<file path="src/rtl/display_page_sequencer.sv">
// Captures a 128-bit AES block for the hex display and selects which 32-bit page is shown,
// stepping on debounced next/prev buttons or an optional auto-scroll timer.
module display_page_sequencer #(
    parameter int unsigned DEBOUNCE_CYCLES = 1_000_000,
    parameter int unsigned AUTO_CYCLES     = 200_000_000
) (
    input  logic         clk,
    input  logic         rst_n,
    input  logic         aes_valid_i,
    input  logic [127:0] aes_data_i,
    output logic         aes_ready_o,
    input  logic         hold_i,
    input  logic         btn_next_i,
    input  logic         btn_prev_i,
    input  logic         auto_en_i,
    output logic [127:0] disp_data_o,
    output logic [2:0]   digit_sel_o,
    output logic [3:0]   page_led_o,
    output logic         new_flag_o
);

    localparam int unsigned DbW   = $clog2(DEBOUNCE_CYCLES);
    localparam int unsigned AutoW = $clog2(AUTO_CYCLES);
    localparam logic [DbW-1:0]   DbMax   = DbW'(DEBOUNCE_CYCLES - 1);
    localparam logic [AutoW-1:0] AutoMax = AutoW'(AUTO_CYCLES - 1);

    // Index 0 is the next button, index 1 the prev button.
    logic [1:0]     btn_raw;
    logic [1:0]     sync1_q, sync2_q;
    logic [1:0]     stable_q, stable_d, stable_dly_q;
    logic [1:0]     pulse_q;
    logic [DbW-1:0] cnt_q [2];
    logic [DbW-1:0] cnt_d [2];

    logic [127:0]     data_q, data_d;
    logic [1:0]       page_q, page_d;
    logic [AutoW-1:0] timer_q, timer_d;
    logic             flag_q, flag_d;
    logic             capture;

    assign btn_raw     = {btn_prev_i, btn_next_i};
    assign aes_ready_o = ~hold_i;
    assign capture     = aes_valid_i & ~hold_i;

    always_comb begin
        for (int i = 0; i < 2; i++) begin
            stable_d[i] = stable_q[i];
            cnt_d[i]    = '0;
            if (sync2_q[i] != stable_q[i]) begin
                if (cnt_q[i] == DbMax) begin
                    stable_d[i] = sync2_q[i];
                end else begin
                    cnt_d[i] = cnt_q[i] + 1'b1;
                end
            end
        end
    end

    // Capture beats buttons, buttons beat the auto tick; any button activity restarts the timer.
    always_comb begin
        data_d  = data_q;
        page_d  = page_q;
        timer_d = timer_q;
        flag_d  = flag_q;
        if (capture) begin
            data_d  = aes_data_i;
            page_d  = 2'd0;
            timer_d = '0;
            flag_d  = 1'b1;
        end else if (pulse_q != 2'b00) begin
            timer_d = '0;
            flag_d  = 1'b0;
            if (pulse_q == 2'b01) begin
                page_d = page_q + 2'd1;
            end else if (pulse_q == 2'b10) begin
                page_d = page_q - 2'd1;
            end
        end else if (!auto_en_i) begin
            timer_d = '0;
        end else if (timer_q == AutoMax) begin
            timer_d = '0;
            page_d  = page_q + 2'd1;
        end else begin
            timer_d = timer_q + 1'b1;
        end
    end

    always_ff @(posedge clk or negedge rst_n) begin
        if (!rst_n) begin
            sync1_q      <= '0;
            sync2_q      <= '0;
            stable_q     <= '0;
            stable_dly_q <= '0;
            pulse_q      <= '0;
            for (int i = 0; i < 2; i++) begin
                cnt_q[i] <= '0;
            end
            data_q  <= '0;
            page_q  <= '0;
            timer_q <= '0;
            flag_q  <= 1'b0;
        end else begin
            sync1_q      <= btn_raw;
            sync2_q      <= sync1_q;
            stable_q     <= stable_d;
            stable_dly_q <= stable_q;
            pulse_q      <= stable_q & ~stable_dly_q;
            for (int i = 0; i < 2; i++) begin
                cnt_q[i] <= cnt_d[i];
            end
            data_q  <= data_d;
            page_q  <= page_d;
            timer_q <= timer_d;
            flag_q  <= flag_d;
        end
    end

    assign disp_data_o = data_q;
    assign digit_sel_o = {1'b0, page_q};
    assign page_led_o  = 4'b0001 << page_q;
    assign new_flag_o  = flag_q;

endmodule

</file>
<file path="config.mk">
export PLATFORM = sky130hd
export DESIGN_NAME = display_page_sequencer
export DESIGN_NICKNAME = d
export VERILOG_FILES = /design/src/rtl/display_page_sequencer.sv
export SDC_FILE = /design/constraint.sdc
export NUM_CORES = 1
export LEC_CHECK = 0
export BUFFER_PORTS_ARGS = -buffer_cell sky130_fd_sc_hd__buf_2
export CORE_UTILIZATION = 57
export CTS_BUF_LIST = sky130_fd_sc_hd__clkbuf_4 sky130_fd_sc_hd__clkbuf_8
export DETAILED_ROUTE_END_ITERATION = 16
export PLACE_DENSITY = 0.89
export REMOVE_ABC_BUFFERS = 1
export SETUP_SLACK_MARGIN = 0.4
export SYNTH_ARGS = -nofsm -noshare
export SYNTH_HDL_FRONTEND = slang
export SYNTH_SLANG_ARGS = --single-unit
</file>
<file path="constraint.sdc">
create_clock -name clk -period 3 [get_ports clk]
set_input_delay 0.15 -clock clk [delete_from_list [all_inputs] [get_ports clk]]
set_output_delay 0.15 -clock clk [all_outputs]
set_load 0.02 [all_outputs]
</file>
==> results of run 1 <==
final timing paths:
path | depth (start not counted) | slack, ns | startpoint | to
min in group asynchronous | 2 | 0.24 | rst_n | disp_data_o[45]$_DFFE_PN0P_
max in group asynchronous | 3 | 1.89 | rst_n | cnt_q[11]$_DFF_PN0_
max reg2reg | 5 | 0.68 | cnt_q[7]$_DFF_PN0_ | cnt_q[8]$_DFF_PN0_
max | 5 | 0.68 | cnt_q[7]$_DFF_PN0_ | cnt_q[8]$_DFF_PN0_
min | 3 | 0.17 | hold_i | disp_data_o[100]$_DFFE_PN0P_
min reg2reg | 0 | 0.35 | sync1_q[0]$_DFF_PN0_ | sync2_q[0]$_DFF_PN0_
critical path, delay by kind of cell, from the launching register on:
kind	cells	cell delay [ns]
simple gates	3	0.66
buf+inv	1	0.32
compound gates	1	0.74
flops	1	0.46
power by group:
part	internal [W]	switching, W	total (W)
Clock	0.00139	0.00114	0.00253
Combinational	0.000637	0.000830	0.00147
Sequential	0.00310	0.000190	0.00329
area by class of cell:
class	count	area, um2
antenna	2	5.005
multi-input combinational	422	3328
tap	184	230.2
clock inverter	5	30.03
timing repair buffer	411	2784
fill	743	2409
clock buffer	54	655.6
sequential	209	5230
inverter	22	82.58
stage by stage:
stage | cells | area [um2] | setup slack [ns] | util, % | power, W
global placement | 1117 | 10340 | 0.9400 | 70.11 | 0.004529
CTS | 1307 | 12340 | 0.8050 | 83.64 | 0.007197
global route | 1308 | 12340 | 0.6391 | 83.66 | 0.007565
floorplan | 653 | 8633 | -3.933 | - | 0.004051
finish | 1309 | 12350 | 0.6781 | 83.68 | 0.007287
detailed placement | 1117 | 10340 | 0.8150 | 70.11 | 0.004587
cell families after synthesis:
logic type	count (synthesis)	synth area share (%)
other cells	1	0.04287
simple gates	187	11.83
flops	209	59.79
fa+ha+maj	9	1.287
buf+inv	45	2.246
xor+xnor	42	4.205
mux	132	16.99
compound gates	51	3.605
cell usage in the layout, fill, tap and decap left out, drive strengths merged, types with 3 or more instances in the layout:
master / Yosys / routed
nor4: 12 / 12
nor4b: 4 / 4
xnor2: 35 / 35
and2: 3 / 3
mux2: 132 / 132
o21ai: 11 / 11
or3: 18 / 18
dlygate4sd3: 0 / 131
xor2: 7 / 7
o31ai: 11 / 11
nand4: 20 / 20
nand2: 19 / 19
dfrtp: 209 / 209
buf: 7 / 279
and3: 8 / 8
nor2b: 3 / 3
nor2: 52 / 52
nand3: 17 / 17
inv: 22 / 22
a21oi: 24 / 24
clkbuf: 16 / 55
ha: 9 / 9
or4: 13 / 13
clkinv: 0 / 3
nor3: 12 / 12
sequential cells by signal (all words and copies together), names as in the netlist:
name and count:
disp_data_o 128, cnt_q 40, timer_q 28, page_q 2, pulse_q 2, stable_dly_q 2, stable_q 2, sync1_q 2
sync2_q 2, new_flag_o 1
layer usage:
layer / global-route usage (%) / wire, um
met1: 36.04 / 9031
met2: 63.83 / 14610
met3: 6.500 / 1347
met4: 20.91 / 1535
met5: 0 / 0
==> flow_summary.json, run 1 <==
{
  "design.portCount": 272,
  "worstPathRequired_ns": 3.37,
  "rows": 44,
  "layout_worst_path_cycle_share_pct": 77.40,
  "clock_insertion_delay_worst_skew_ns": 0.52,
  "critical_path_class": "reg -> reg",
  "largest_net_degree_at_the_start_of_global_routing": 79,
  "worst_hold_slack_ns": 0.1716,
  "post-synth-top-area-cell": "sky130_fd_sc_hd__dfrtp_1",
  "drv_cap": 0,
  "number_of_buffers_added_on_ports": 270,
  "status": "complete, no violations",
  "fin_crit_ns": 2.322,
  "syn_to_final_growth_pct": 41.14,
  "vias_in_the_first_global_route": 8016,
  "postSynth.asyncResetShare_pct": 100.0,
  "path_cells": "nor4b_1, nand4_1, o41ai_2, buf_4, nor2_1",
  "synthCells": 676,
  "clock_transition_at_the_register_clock_pins_on_the_worst_setup_and_hold_paths_after_cts_ns": 0.07,
  "cts_max_level": 2,
  "grt.overflow.total": 0,
  "power_leakage_nw": 5.630,
  "report.final.setup_viol": 0,
  "netlist-cell-type-count": 43,
  "critical_path.slowest_cell": "sky130_fd_sc_hd__o41ai_2",
  "cts_tree": "built",
  "worst_ep_arrival_ns": 2.69,
  "post_synth_edffs": 0,
  "holdBufCountCts": 131,
  "max_slew_margin_pct": 49.56,
  "route.antenna.remaining_nets": 0,
  "die_area_um2": 15850,
  "core_region_area_um2": 14750,
  "max_freq_ghz": 0.4307,
  "initial_utilization_pct": 59.29,
  "final_nets": 1244,
  "postCtsResizedCells": 0,
  "tritoncts_num_sinks": 209,
  "drt_iter0_drc": 654,
  "post-synth-top-count-cell": "sky130_fd_sc_hd__dfrtp_1",
  "netlist.area_leader.share_pct": 59.79,
  "timing.clock.skew_ns": 0.02600,
  "place_congestion": 0.8138,
  "clock-root-buffer": "sky130_fd_sc_hd__clkbuf_8",
  "hold_violations": 0,
  "tritoncts.num_buffers": 34,
  "chipWidth_um": 125.9,
  "grt_setup_unrepaired": "false",
  "maxSlewViolCount": 0,
  "worst_hold_path_type": "in -> reg",
  "vias_per_cell": 5.580,
  "finalSetupTns_ns": 0,
  "yosysSeqAreaShare_pct": 59.79,
  "routed_wire_length_per_instance_um": 20.26,
  "post_synth_most_frequent_cells": "sky130_fd_sc_hd__dfrtp_1 (209), sky130_fd_sc_hd__mux2_2 (132), sky130_fd_sc_hd__nor2_1 (52)",
  "slew_at_the_pin_with_the_worst_max_slew_slack_ns": 0.7484,
  "place.detailed.hpwl_um": 14150,
  "post_cts_setup_bufs": 0,
  "vdd.ir_drop.worst_mv": 0.4232,
  "syn-cell-area_um2": 8747,
  "postRouteWirelength_um": 26520,
  "grt_pass1_wl_um": 42110,
  "worst_setup_path_start_kind": "register",
  "num_vias": 7304,
  "dominant_synthesized_flop_cell": "sky130_fd_sc_hd__dfrtp_1",
  "drt_pass1_iterations": 6,
  "syn-mean-instance-area_um2": 12.94,
  "critical_path_peak_fanout": 12,
  "critPathCaptureType": "register",
  "drive_above_1_share_pct": 43.46,
  "synth.ff_latch_count": 209,
  "track_usage_pct": 34.43,
  "synth.area.top_cells": "sky130_fd_sc_hd__dfrtp_1 (60%), sky130_fd_sc_hd__mux2_2 (17%), sky130_fd_sc_hd__xnor2_1 (3.5%)",
  "power_per_cell_area_nw_per_um2": 590.2,
  "yosys_warnings": 0,
  "detail_route.drc_violations": 0,
  "die_height_um": 125.9,
  "grt_antenna_before_repair": 1,
  "cpPeakStageDelay_ns": 0.74,
  "clockBufferDepth": 3
}
No activity file was read; power rests on OpenSTA's default activity.
==> run 2, diff against run 1 <==
--- a/config.mk
+++ b/config.mk
@@ -6,10 +6,10 @@
 export NUM_CORES = 1
 export LEC_CHECK = 0
 export BUFFER_PORTS_ARGS = -buffer_cell sky130_fd_sc_hd__buf_2
-export CORE_UTILIZATION = 57
+export CORE_UTILIZATION = 53
 export CTS_BUF_LIST = sky130_fd_sc_hd__clkbuf_4 sky130_fd_sc_hd__clkbuf_8
 export DETAILED_ROUTE_END_ITERATION = 16
-export PLACE_DENSITY = 0.89
+export PLACE_DENSITY = 0.83
 export REMOVE_ABC_BUFFERS = 1
 export SETUP_SLACK_MARGIN = 0.4
 export SYNTH_ARGS = -nofsm -noshare
==> constraint.sdc (replaced) <==
create_clock -name clk -period 2.3 [get_ports clk]
set_input_delay 0.115 -clock clk [delete_from_list [all_inputs] [get_ports clk]]
set_output_delay 0.115 -clock clk [all_outputs]
set_load 0.02 [all_outputs]
==> run 2 against run 1 <==
  * Clock skew is 0.0037 ns higher
  * Via count is 3.5% higher
  * First-iteration DRC count is 30% lower
  * Global-route usage is 3.3 points lower
  * Sequential power is 30% higher
  * Sequential share of layout area is 1.9 points lower
  * Die area is 7.4% higher
  * Combinational power is 32% higher
  * Maximum frequency is 20% higher
  * Power is 34% higher
  * Largest cell class unchanged
  * Largest power group unchanged
==> flow_summary.json, run 2 (synthesis gave the netlist of run 1 again) <==
{
  "power_per_cell_area_nw_per_um2": 756.4,
  "crit_path_end": "timer_q[27]$_DFF_PN0_",
  "die_height_um": 130.5,
  "worst_ep_arrival_ns": 2.39,
  "die_area_um2": 17020,
  "power_frac_comb_pct": 19.8,
  "report.final.setup_viol": 0,
  "cell_area_placed_um2": 10460,
  "fin_cells": 1375,
  "worstSetupPathDepth": 5,
  "multi_input_comb_area_um2": 3508,
  "number_of_buffers_added_on_ports": 270,
  "cpMostUsedCell": "sky130_fd_sc_hd__or4_4",
  "max_slew_margin_pct": 55.42,
  "clockBufferDepth": 3,
  "drt_iter0_drc": 461,
  "most_frequent_cells_in_the_layout": "sky130_fd_sc_hd__buf_2 (269), sky130_fd_sc_hd__dfrtp_1 (204), sky130_fd_sc_hd__mux2_2 (132), sky130_fd_sc_hd__dlygate4sd3_1 (131), sky130_fd_sc_hd__nor2_1 (52)",
  "core_region_area_um2": 16000,
  "cts_tree": "built",
  "track_usage_pct": 31.09,
  "rr_endpoint": "timer_q[27]$_DFF_PN0_",
  "grt_antenna_before_repair": 1,
  "drt_pass1_iterations": 5,
  "grt_pass1_wl_um": 40180,
  "grt.overflow.total": 0,
  "clock-root-buffer": "sky130_fd_sc_hd__clkbuf_8",
  "vias_in_the_first_global_route": 8007,
  "finalSetupTns_ns": 0,
  "critical_path.slowest_cell": "sky130_fd_sc_hd__or4_4",
  "fin_area_um2": 12940,
  "crit_family": "simple AND/OR/NAND/NOR gates",
  "layout_worst_path_cycle_share_pct": 84.26,
  "rows": 46,
  "cell_total_after_placement": 1154,
  "route.antenna.remaining_nets": 0,
  "design.portCount": 272,
  "cts_max_level": 2,
  "seqPwrFrac_pct": 43.8,
  "vdd.ir_drop.worst_mv": 0.5768,
  "timing.clock.skew_ns": 0.02971,
  "report.power.total_w": 0.009786,
  "initial_utilization_pct": 54.67,
  "p_int_w": 0.006963,
  "tritoncts_num_sinks": 209,
  "path_cells": "buf_4, nand4_1, or4_4, or4_4, a21oi_2",
  "power_leakage_nw": 5.868,
  "clock_insertion_delay_worst_skew_ns": 0.53,
  "tritoncts.num_buffers": 36,
  "status": "complete, no violations",
  "drv_cap": 0,
  "max_freq_ghz": 0.5160,
  "slew_at_the_pin_with_the_worst_max_slew_slack_ns": 0.6687,
  "path_buf_inv": 1,
  "critPathCaptureType": "register",
  "p_sw_share_pct": 28.85,
  "drive_above_1_share_pct": 47.71,
  "worstPathRequired_ns": 2.75,
  "syn_to_final_growth_pct": 47.90,
  "clock_transition_at_the_register_clock_pins_on_the_worst_setup_and_hold_paths_after_cts_ns": 0.06,
  "critical_path_peak_fanout": 4,
  "grt_setup_unrepaired": "true",
  "hold_violations": 0,
  "worst_r2r_startpoint": "timer_q[13]$_DFF_PN0_",
  "number_of_flip_flops_in_the_largest_register": 128,
  "p_switching_w": 0.002823,
  "vias_per_cell": 5.497,
  "postRouteWirelength_um": 26760,
  "area.sequential_um2": 5236,
  "place.detailed.hpwl_um": 13510,
  "worstSetupStartpoint": "timer_q[13]$_DFF_PN0_",
  "worst_setup_path_start_kind": "register",
  "power.share.clock_pct": 36.4,
  "worst_hold_path_type": "in -> reg",
  "place_congestion": 0.8577,
  "hold_path_depth": 3,
  "largest_net_degree_at_the_start_of_global_routing": 82,
  "fin_crit_ns": 1.938,
  "fillers": 860,
  "cpPeakStageDelay_ns": 0.54,
  "routed_wire_length_per_instance_um": 19.46,
  "setup_slack_reg_to_reg_ns": 0.36,
  "final_common_cell": "sky130_fd_sc_hd__buf_2",
  "worstRegToRegCells": 5,
  "critical_path_class": "reg -> reg",
  "num_vias": 7559,
  "chipWidth_um": 130.5,
  "final_nets": 1276,
  "detail_route.drc_violations": 0,
  "maxSlewViolCount": 0
}
-- run 2: what timing repair did --
item                                    4_1_cts  5_1_grt
cloned                                        2        0
hold buffers                                131        0
endpoints found under the setup margin       34       35
resized for setup                            17       23
pin swaps                                    10       10
setup buffers                                13       10
endpoints found under the hold margin       207        0
-- run 2: tightest hold or removal path, stage by stage --
cell and delay, ns:
sky130_fd_sc_hd__buf_2 0.11, sky130_fd_sc_hd__nor2b_4 0.10, sky130_fd_sc_hd__a21o_1 0.17
-- run 2: worst min-delay path by stage --
| stage | start | end | slack [ns] |
|---|---|---|---|
| after global routing | hold_i | new_flag_o$_DFFE_PN0P_ | 0.03 |
| after floorplan | rst_n | cnt_q[0]$_DFF_PN0_ | -0.18 |
| final | hold_i | new_flag_o$_DFFE_PN0P_ | 0.03 |
| after detailed placement | rst_n | disp_data_o[38]$_DFFE_PN0P_ | 0.20 |
| after CTS | hold_i | new_flag_o$_DFFE_PN0P_ | 0.003 |
| after global placement | rst_n | disp_data_o[102]$_DFFE_PN0P_ | 0.20 |
-- run 2: power by group through the flow --
stage,Sequential [W],Combinational [W],Clock [W]
6_report,0.00429,0.00194,0.00356
5_1_grt,0.00433,0.00206,0.00377
4_1_cts,0.00425,0.00189,0.00358
3_5_place_dp,0.00431,0.00169,0
3_3_place_gp,0.00428,0.00165,0
2_1_floorplan,0.00474,0.000548,0
-- run 2: metrics by stage --
step	setup WS [ns]	utilization, %	hold WS [ns]
global placement	0.2299	65.37	0.2047
floorplan	-4.598	-	-0.1806
global route	0.3016	80.84	0.02930
CTS	0.3681	79.67	0.003047
finish	0.3619	80.86	0.02706
detailed placement	0.1440	65.37	0.2015
-- run 2: layout make-up --
| class | count | share of cell area, % |
|---|---|---|
| Sequential cell | 209 | 40.47 |
| Multi-Input combinational cell | 423 | 27.12 |
| Timing Repair Buffer | 440 | 23.68 |
| Clock buffer | 55 | 5.416 |
| Tap cell | 216 | 2.089 |
| Inverter | 22 | 0.6383 |
| Clock inverter | 8 | 0.5416 |
| Antenna cell | 2 | 0.03868 |
-- run 2: per-layer routing --
layer  up-vias  track usage (%)  wire length, um
met5         -                0                0
met4         0            19.61             1421
met3       123            5.660             1428
met2       361            56.88            14580
met1      3742            33.20             9329
li1       3333                -                -
